### src/rtl/ide_sector_loader.sv
// Streams bytes into the IDE data buffer (0x200-0x3FF), then programs iopos/iotarget/iocontrol and status.
// Optional `IDE_LOADER_CSUM_EN adds a csum[15:0] output: little-endian word sum of the loaded sector.
module ide_sector_loader #(
  parameter logic [7:0] STATUS_VAL = 8'h58,
  parameter logic [7:0] IOCTL_VAL  = 8'h02
) (
  input  logic        clk,
  input  logic        reset_,
  input  logic        start,
  input  logic [9:0]  len,
  input  logic        abort,
  input  logic [7:0]  in_data,
  input  logic        in_valid,
  output logic        in_ready,
  output logic [9:0]  sram_a,
  output logic [7:0]  sram_d_out,
  output logic        sram_cs,
  output logic        sram_we,
  output logic        busy,
  output logic        done
`ifdef IDE_LOADER_CSUM_EN
  ,
  output logic [15:0] csum
`endif
);

  typedef enum logic [2:0] {
    S_IDLE, S_STREAM, S_PAD, S_POS, S_TGT, S_CTL, S_STAT, S_FIN
  } state_t;

  state_t      r_state, w_nxt_state;
  logic [9:0]  r_n, w_nxt_n;
  logic [9:0]  r_cnt, w_nxt_cnt;
  logic        r_in_ready, w_nxt_in_ready;
  logic [9:0]  r_a, w_nxt_a;
  logic [7:0]  r_d, w_nxt_d;
  logic        r_wr, w_nxt_wr;
  logic        r_busy, w_nxt_busy;
  logic        r_done, w_nxt_done;

  logic        w_accept;
  logic [9:0]  w_len_n;
  logic [9:0]  w_cnt_inc;
  logic        w_last;
  logic [9:0]  w_m;
  logic [7:0]  w_tgt;

  assign w_accept  = in_valid & r_in_ready;
  assign w_len_n   = (len == 10'd0) ? 10'd512 : len;
  assign w_cnt_inc = r_cnt + 10'd1;
  assign w_last    = (w_cnt_inc == r_n);
  // Odd lengths are padded to a whole word; iotarget is the last word index.
  assign w_m       = r_n + {9'd0, r_n[0]};
  assign w_tgt     = 8'((w_m - 10'd2) >> 1);

`ifdef IDE_LOADER_CSUM_EN
  logic [15:0] r_csum, w_nxt_csum;
  logic [15:0] w_csum_add;
  assign w_csum_add = r_cnt[0] ? {in_data, 8'h00} : {8'h00, in_data};
  assign csum       = r_csum;
`endif

  always_comb begin
    w_nxt_state    = r_state;
    w_nxt_n        = r_n;
    w_nxt_cnt      = r_cnt;
    w_nxt_in_ready = r_in_ready;
    w_nxt_a        = r_a;
    w_nxt_d        = r_d;
    w_nxt_wr       = 1'b0;
    w_nxt_busy     = r_busy;
    w_nxt_done     = 1'b0;
`ifdef IDE_LOADER_CSUM_EN
    w_nxt_csum     = r_csum;
`endif
    if (r_state != S_IDLE && abort) begin
      w_nxt_state    = S_IDLE;
      w_nxt_in_ready = 1'b0;
      w_nxt_busy     = 1'b0;
    end else begin
      case (r_state)
        S_IDLE: begin
          if (start && !abort) begin
            w_nxt_state    = S_STREAM;
            w_nxt_n        = w_len_n;
            w_nxt_cnt      = 10'd0;
            w_nxt_in_ready = 1'b1;
            w_nxt_busy     = 1'b1;
`ifdef IDE_LOADER_CSUM_EN
            w_nxt_csum     = 16'h0000;
`endif
          end
        end
        S_STREAM: begin
          if (w_accept) begin
            w_nxt_wr  = 1'b1;
            w_nxt_a   = 10'h200 + r_cnt;
            w_nxt_d   = in_data;
            w_nxt_cnt = w_cnt_inc;
`ifdef IDE_LOADER_CSUM_EN
            w_nxt_csum = r_csum + w_csum_add;
`endif
            if (w_last) begin
              w_nxt_in_ready = 1'b0;
              w_nxt_state    = r_n[0] ? S_PAD : S_POS;
            end
          end
        end
        S_PAD: begin
          w_nxt_wr    = 1'b1;
          w_nxt_a     = 10'h200 + r_n;
          w_nxt_d     = 8'h00;
          w_nxt_state = S_POS;
        end
        S_POS: begin
          w_nxt_wr    = 1'b1;
          w_nxt_a     = 10'h003;
          w_nxt_d     = 8'h00;
          w_nxt_state = S_TGT;
        end
        S_TGT: begin
          w_nxt_wr    = 1'b1;
          w_nxt_a     = 10'h005;
          w_nxt_d     = w_tgt;
          w_nxt_state = S_CTL;
        end
        S_CTL: begin
          w_nxt_wr    = 1'b1;
          w_nxt_a     = 10'h002;
          w_nxt_d     = IOCTL_VAL;
          w_nxt_state = S_STAT;
        end
        S_STAT: begin
          w_nxt_wr    = 1'b1;
          w_nxt_a     = 10'h000;
          w_nxt_d     = STATUS_VAL;
          w_nxt_state = S_FIN;
        end
        S_FIN: begin
          // Status strobe is on the port this cycle; done follows it.
          w_nxt_done  = 1'b1;
          w_nxt_busy  = 1'b0;
          w_nxt_state = S_IDLE;
        end
        default: begin
          w_nxt_state    = S_IDLE;
          w_nxt_in_ready = 1'b0;
          w_nxt_busy     = 1'b0;
        end
      endcase
    end
  end

  always_ff @(posedge clk) begin
    if (!reset_) begin
      r_state    <= S_IDLE;
      r_n        <= 10'd0;
      r_cnt      <= 10'd0;
      r_in_ready <= 1'b0;
      r_a        <= 10'd0;
      r_d        <= 8'd0;
      r_wr       <= 1'b0;
      r_busy     <= 1'b0;
      r_done     <= 1'b0;
`ifdef IDE_LOADER_CSUM_EN
      r_csum     <= 16'h0000;
`endif
    end else begin
      r_state    <= w_nxt_state;
      r_n        <= w_nxt_n;
      r_cnt      <= w_nxt_cnt;
      r_in_ready <= w_nxt_in_ready;
      r_a        <= w_nxt_a;
      r_d        <= w_nxt_d;
      r_wr       <= w_nxt_wr;
      r_busy     <= w_nxt_busy;
      r_done     <= w_nxt_done;
`ifdef IDE_LOADER_CSUM_EN
      r_csum     <= w_nxt_csum;
`endif
    end
  end

  assign in_ready   = r_in_ready;
  assign sram_a     = r_a;
  assign sram_d_out = r_d;
  assign sram_cs    = r_wr;
  assign sram_we    = r_wr;
  assign busy       = r_busy;
  assign done       = r_done;

endmodule

### config.mk
export PLATFORM = sky130hd
export DESIGN_NAME = ide_sector_loader
export DESIGN_NICKNAME = d
export VERILOG_FILES = /design/src/rtl/ide_sector_loader.sv
export SDC_FILE = /design/constraint.sdc
export NUM_CORES = 1
export LEC_CHECK = 0
export ABC_AREA = 1
export CAP_MARGIN = 0
export CORE_ASPECT_RATIO = 1.4
export CORE_MARGIN = 5
export CORE_UTILIZATION = 53
export CTS_BUF_LIST = sky130_fd_sc_hd__clkbuf_8 sky130_fd_sc_hd__clkbuf_16
export DETAILED_ROUTE_END_ITERATION = 8
export MAX_ROUTING_LAYER = met4
export PLACE_DENSITY = 0.8
export SETUP_SLACK_MARGIN = 0.05
export SLEW_MARGIN = 20
export SYNTH_ARGS = -nofsm -noshare
export SYNTH_HDL_FRONTEND = slang
export SYNTH_SLANG_ARGS = --single-unit
### constraint.sdc
create_clock -name clk -period 2.7 [get_ports clk]
set_clock_uncertainty 0.15 [all_clocks]
set_input_delay 0.405 -clock clk [delete_from_list [all_inputs] [get_ports clk]]
set_output_delay 0.405 -clock clk [all_outputs]
set_load 0.01 [all_outputs]
==> metrics.md <==
| Metric | Value |
|---|---|
| Starting Density | `0.540` |
| Crit start category | `flop` |
| Pre-CTS setup slack | `0.222 ns` |
| Max transition margin | `0.588` |
| Fmax | `398 MHz` |
| Synthesized area | `2570 sq um` |
| Final setup TNS | `0 ns` |
| Mapped Nets | `416` |
| Clk_lat worst skew | `0.30 ns` |
| Die Footprint | `6370 sq um` |
| H-tree Lvls | `2` |
| Final antenna-violating net count | `0` |
| Routed vias/inst | `5.31` |
| Cell Int Power | `0.00107 W` |
| Placement-stage cell area | `3050 sq um` |
| Avg WL per Cell | `13.9 um` |
| Io pins | `46` |
| Leading area contributor after synthesis | `dfxtp_1` |
| Yosys cell types | `37` |
| Area delta synth->final | `22.4%` |
| CP top delay family | `adder cells` |
| Worst setup EP type | `flop` |
| Status | `finished, final reports clean` |
| Met2 wire len | `3.62 mm` |
| RSZ-0062 raised after global routing | `false` |
| Design Area, Final | `3150 sq um` |
| Worst path cell trace | `inv_1 > ha_1 > inv_1 > ha_1 > inv_1 > fa_1 > o21ai_0 > a21o_1 > a21oi_1 > or2_2 > nand3_1 > a21oi_1` |
| CTS Root Cell | `clkbuf_8` |
| Number of global-route vias before repair | `2478` |
| Cell leakage power | `1.32 nW` |
| DRT met1 WL | `2.78 mm` |
| Most frequent CP cell | `inv_1` |
| Fin worst setup slack | `0.191 ns` |
| Gate Count Post-Synth | `384` |
| Core Region | `4770 sq um` |
| Layout cells sized above 1 | `0.0748` |
| Dpl hpwl | `5.37 mm` |
| Buffers added on ports | `45` |
| GRT Total Usage | `0.238` |
| Clock share of power | `0.288` |
| Gpl congestion | `0.905` |
| Final min period | `2.51 ns` |
| Worst EP required | `2.74 ns` |
| Final Hold Vio Count | `0` |
| Max Transition Viols Final | `0` |
| Hold WC Path Type | `flop to flop` |
| CTS-repair resized insts | `0` |
| Residual DRC count | `0` |
| Sw power | `0.000452 W` |
| First-pass iteration count of the detailed router | `4` |
| Num CTS Buffers | `5` |
| Fin crit share | `0.929` |
| Peak VDD IR | `458 uV` |
| Pwr per Cell Area | `483 nW/um^2` |
| Mean Syn Cell Area | `6.70 sq um` |
| Hold slack | `0.335 ns` |
| Clock Pin Slew Worst Setup and Hold Paths | `0.09 ns` |
| Ys Warns | `0` |
| Hold buffers post-CTS | `0` |
| Postcts setup bufs | `0` |
| Buf/Inv on CP | `3` |
| Slew @ Worst Pin | `0.615 ns` |
| Synth Register Bits | `45` |
| Sequential fraction of the synthesis area | `0.350` |
| Die Width | `68.9 um` |
| Synth top area share | `0.350` |
| CP max stage delay | `0.41 ns` |
| Comb pwr share | `0.226` |
| Initial antenna violation count | `0` |
| Routed wire length on met3 | `192 um` |
| Setup violators final | `0` |
| Top layer in use | `met4` |
| TritonCTS clock tree | `done` |
| # clock sinks | `45` |
| WS Path Type | `flop to flop` |
| Congestion Overflow GR | `0` |
| Synth area leaders | `dfxtp_1 35%, nand2_1 11%, inv_1 7.1%` |
| Die Height | `92.5 um` |
| Longest Clk Path Bufs | `2` |
| CP max FO | `4` |
| First-pass GRT wire length | `11.4 mm` |
| CP max-delay cell | `fa_1` |
| Nets | `459` |
| Max Cap Viol | `0` |
| Critical path data arrival time | `2.55 ns` |
| Sequential share of power | `0.486` |
| Starting DRT DRC Count | `110` |
| Final wirelength | `6.83 mm` |
| Largest net degree at the start of global routing | `27` |
| Cell Rows | `30` |
| Total number of vias | `2613` |
| Total chip power | `0.00152 W` |
| Switching share of power | `0.298` |
| ANT cells | `0` |
## tightest hold or removal path: stages, from the launching register on
cell and delay [ns]:
dfxtp_1 0.33, nand2_1 0.06, a21oi_1 0.06
## state kept, by name (all words and copies together), names as in the netlist
signal and flops:
r_cnt 10, in_ready 1, r_state 3, done 1, busy 1, sram_cs 1
sram_a 10, sram_d_out 8, r_n 10
## Yosys cell counts (all sizes together)
| master | instances |
|---|---|
| a211oi | 5 |
| a21o | 2 |
| a21oi | 37 |
| a221oi | 7 |
| a31oi | 1 |
| buf | 8 |
| clkbuf | 3 |
| clkinv | 2 |
| dfxtp | 45 |
| fa | 1 |
| ha | 8 |
| inv | 57 |
| nand2 | 81 |
| nand3 | 25 |
| nand3b | 2 |
| nand4 | 5 |
| nor2 | 49 |
| nor3 | 3 |
| nor4 | 1 |
| o2111ai | 2 |
| o211ai | 2 |
| o21ai | 32 |
| o21bai | 1 |
| o22ai | 1 |
| or2 | 1 |
| xnor2 | 2 |
| xor2 | 1 |
## logic make-up after synthesis
| logic type | synth area share |
|---|---|
| compound gates | 0.202 |
| xor+xnor | 0.0102 |
| fa+ha+maj | 0.0467 |
| buf+inv | 0.112 |
| flops | 0.350 |
| simple gates | 0.280 |
## path summary, 6_finish.rpt
check                 start  slack (ns)       endpoint  depth (start not counted)
setup / recovery     r_n[0]        0.19  sram_d_out[7]                         12
hold / removal    sram_a[1]        0.33      sram_a[1]                          2
setup reg to reg     r_n[0]        0.19  sram_d_out[7]                         12
hold reg to reg   sram_a[1]        0.33      sram_a[1]                          2
## final cells by class
| class | instances | area [sq um] |
|---|---|---|
| repair buffers | 47 | 465 |
| clock buffers | 6 | 82.6 |
| well taps | 64 | 80.1 |
| flip-flops and latches | 45 | 901 |
| fillers | 450 | 1620 |
| multi-input cells | 269 | 1390 |
| inverters | 59 | 223 |
| clock inverters | 2 | 13.8 |
## power groups by stage
| stage | Clock, W | Sequential [W] | Combinational (W) |
|---|---|---|---|
| after CTS | 0.000448 | 0.000739 | 0.000345 |
| after global routing | 0.000472 | 0.000745 | 0.000387 |
| after detailed placement | 0 | 0.000754 | 0.000343 |
| after global placement | 0 | 0.000753 | 0.000338 |
| after floorplan | 0 | 0.000753 | 0.000209 |
| final | 0.000439 | 0.000738 | 0.000343 |
## placed cells by master, fill, tap and decap left out, types with 3 or more instances in the layout
cell type,Yosys,layout
a211oi_1,5,5
a21oi_1,36,36
a221oi_1,7,7
clkbuf_8,0,6
clkdlybuf4s50_1,0,45
dfxtp_1,45,45
ha_1,8,8
inv_1,49,49
inv_2,8,8
nand2_1,78,78
nand2_2,3,3
nand3_1,24,24
nand4_1,5,5
nor2_1,43,43
nor2_2,5,5
nor3_1,3,3
o21ai_0,31,31
## stage by stage
| stage | std cells | utilization |
|---|---|---|
| 6_report | 492 | 0.661 |
| 3_5_place_dp | 484 | 0.641 |
| 3_3_place_gp | 484 | 0.641 |
| 2_1_floorplan | 384 | - |
| 4_1_cts | 492 | 0.661 |
| 5_1_grt | 492 | 0.661 |
## metal layers
metal / up-vias / GRT usage
met1: 1188 / 0.275
li1: 1350 / -
met5: - / -
met2: 54 / 0.401
met4: 0 / 0.101
met3: 21 / 0.0340
(Power assumes the default switching activity.)
==> edit: new RTL, same flow settings <==
The 8 states of `state_t` get a one-hot encoding in 8 bits.
--- a/src/rtl/ide_sector_loader.sv
+++ b/src/rtl/ide_sector_loader.sv
@@ -24,8 +24,8 @@
 `endif
 );
 
-  typedef enum logic [2:0] {
-    S_IDLE, S_STREAM, S_PAD, S_POS, S_TGT, S_CTL, S_STAT, S_FIN
+  typedef enum logic [7:0] {
+    S_IDLE = 8'b00000001, S_STREAM = 8'b00000010, S_PAD = 8'b00000100, S_POS = 8'b00001000, S_TGT = 8'b00010000, S_CTL = 8'b00100000, S_STAT = 8'b01000000, S_FIN = 8'b10000000
   } state_t;
 
   state_t      r_state, w_nxt_state;
Behaviour: same outputs for any inputs over 10 cycles, from zero or initial values and one cycle with reset_ low; not proved beyond that.
==> edit against the unedited design <==
  * Core utilization rose by 0.47 points
  * Cell area increased by 9.8%
  * Final cell count increased by 8.7%
  * Global-route usage decreased by 0.44 points
  * Sequential cell count is 5 higher
  * First-iteration DRC count grew 62%
  * Via count is 10% higher
  * Routed wire length up 11%
  * Total power increased by 27%
  * Synthesized area grew 11%
  * Worst setup slack improved by 0.084 ns
  * Count of clock-buffer cells in the layout is the same
  * Critical path type unchanged
==> edit: results (changes against the unedited design) <==
- Outcome: completed (unchanged)
- Largest net degree at the start of global routing: 23 (was 27)
- Vias in the first global route: 2,822 (was 2,478)
- Synthesized net count: 455 (was 416)
- GR Util All Layers: 23.40% (was 23.84%)
- Post-route insts no fill: 535 (was 492)
- Slew at the pin closest to its max-slew limit: 0.7502 ns (was 0.6154 ns)
- Leak Pwr: 1.483 nW (was 1.318 nW)
- Ratio of cells with drive above 1 in the final layout: 8.742% (was 7.477%)
- Final-stage net count: 500 (was 459)
- Post-placement cell count: 526 (was 484)
- Psw: 678.1 uW (was 452.4 uW)
- Sequential-to-total area share from yosys stat: 34.98% (was 35.00%)
- Crit Path Max Fanout: 5 (was 4)
- Crit-path max cell delay: 0.38 ns (was 0.41 ns)
- Routability congestion estimate: 0.9325 (was 0.9052)
- DP Area: 3352 um^2 (was 3054 um^2)
- Sequential power share: 43.8% (was 48.6%)
- Post-synthesis average cell area: 6.765 um^2 (was 6.702 um^2)
- Pwr per Cell Area: 559.3 nW/um^2 (was 482.5 nW/um^2)
- Clk Latency, worst-skew pair: 0.31 ns
- DR vias/cell: 5.379 (was 5.311)
- First-pass GRT wire length: 12,810 um (was 11,410 um)
- VDD IR-drop max: 345.3 uV (was 458.5 uV)
- Clock power frac: 24.1% (was 28.8%)
- Arrival time at the worst endpoint: 2.49 ns (was 2.55 ns)
- Drt initial violations: 178 (was 110)
- Synth cell count leaders: 96 x nand2_1, 54 x inv_1, 50 x dfxtp_1 (was 78 x nand2_1, 49 x inv_1, 45 x dfxtp_1)
- HPWL after DPL: 5899 um (was 5366 um)
- Top post-synthesis cells by area: dfxtp_1 35%, nand2_1 13%, inv_1 7.1%, nand3_1 7.0%, nor2_1 5.9% (was dfxtp_1 35%, nand2_1 11%, inv_1 7.1%, a21oi_1 7.0%, nor2_1 6.3%)
- Pre-CTS setup slack: 0.2353 ns (was 0.2218 ns)
- Distinct cells, synth: 36 (was 37)
- TritonRoute pass-1 iters: 5 (was 4)
- Drt wl/cell: 14.22 um (was 13.88 um)
[edit: what timing repair did]
| action | in CTS | in global routing |
|---|---|---|
| resized for setup | 0 | 1 |
| setup buffers | 0 | 1 |
| hold buffers | 0 | 0 |
| endpoints found under the setup margin | 0 | 1 |
| hold endpoints to repair | 0 | 0 |
[edit: layer usage]
| metal | wire length [um] | track usage [%] |
|---|---|---|
| met5 | 0 | - |
| met4 | 309 | 11.14 |
| met3 | 296 | 3.112 |
| met2 | 4069 | 42.25 |
| met1 | 2932 | 24.14 |
[edit: final timing paths]
kind | startpoint | endpoint | slack [ns] | cells past startpoint
max | r_n[0] | sram_d_out[7] | 0.27 | 16
min | sram_a[5] | sram_a[5] | 0.32 | 2
max reg2reg | r_n[0] | sram_d_out[7] | 0.27 | 16
min reg2reg | sram_a[5] | sram_a[5] | 0.32 | 2
[edit: cell type report]
class | instances | area (um^2)
inverters | 60 | 226.5
multi-input cells | 300 | 1554
fillers | 483 | 1738
well taps | 66 | 82.58
repair buffers | 51 | 495.5
clock buffers | 6 | 82.58
clock inverters | 2 | 17.52
flip-flops and latches | 50 | 1001
[edit: cell families after synthesis]
family                   after synthesis  synth area share, %
XOR/XNOR                               2               0.6123
buffers and inverters                 73                10.71
adder cells (fa/ha/maj)                9                4.198
AND/OR/NAND/NOR                      210                34.19
AO/OA/AOI/OAI                         79                15.30
flip-flops                            50                34.98
[edit: worst reg2reg max path, cell delays in order, from the launching register on]
cell	delay (ns)
dfxtp_1	0.38
inv_2	0.09
ha_1	0.20
inv_1	0.05
ha_1	0.15
inv_1	0.06
fa_1	0.36
inv_1	0.07
nand2_1	0.06
nand2_1	0.06
a21oi_1	0.07
nor2_1	0.14
nor2_1	0.06
o21bai_1	0.16
a21oi_1	0.09
a21oi_1	0.13
nor2_1	0.05
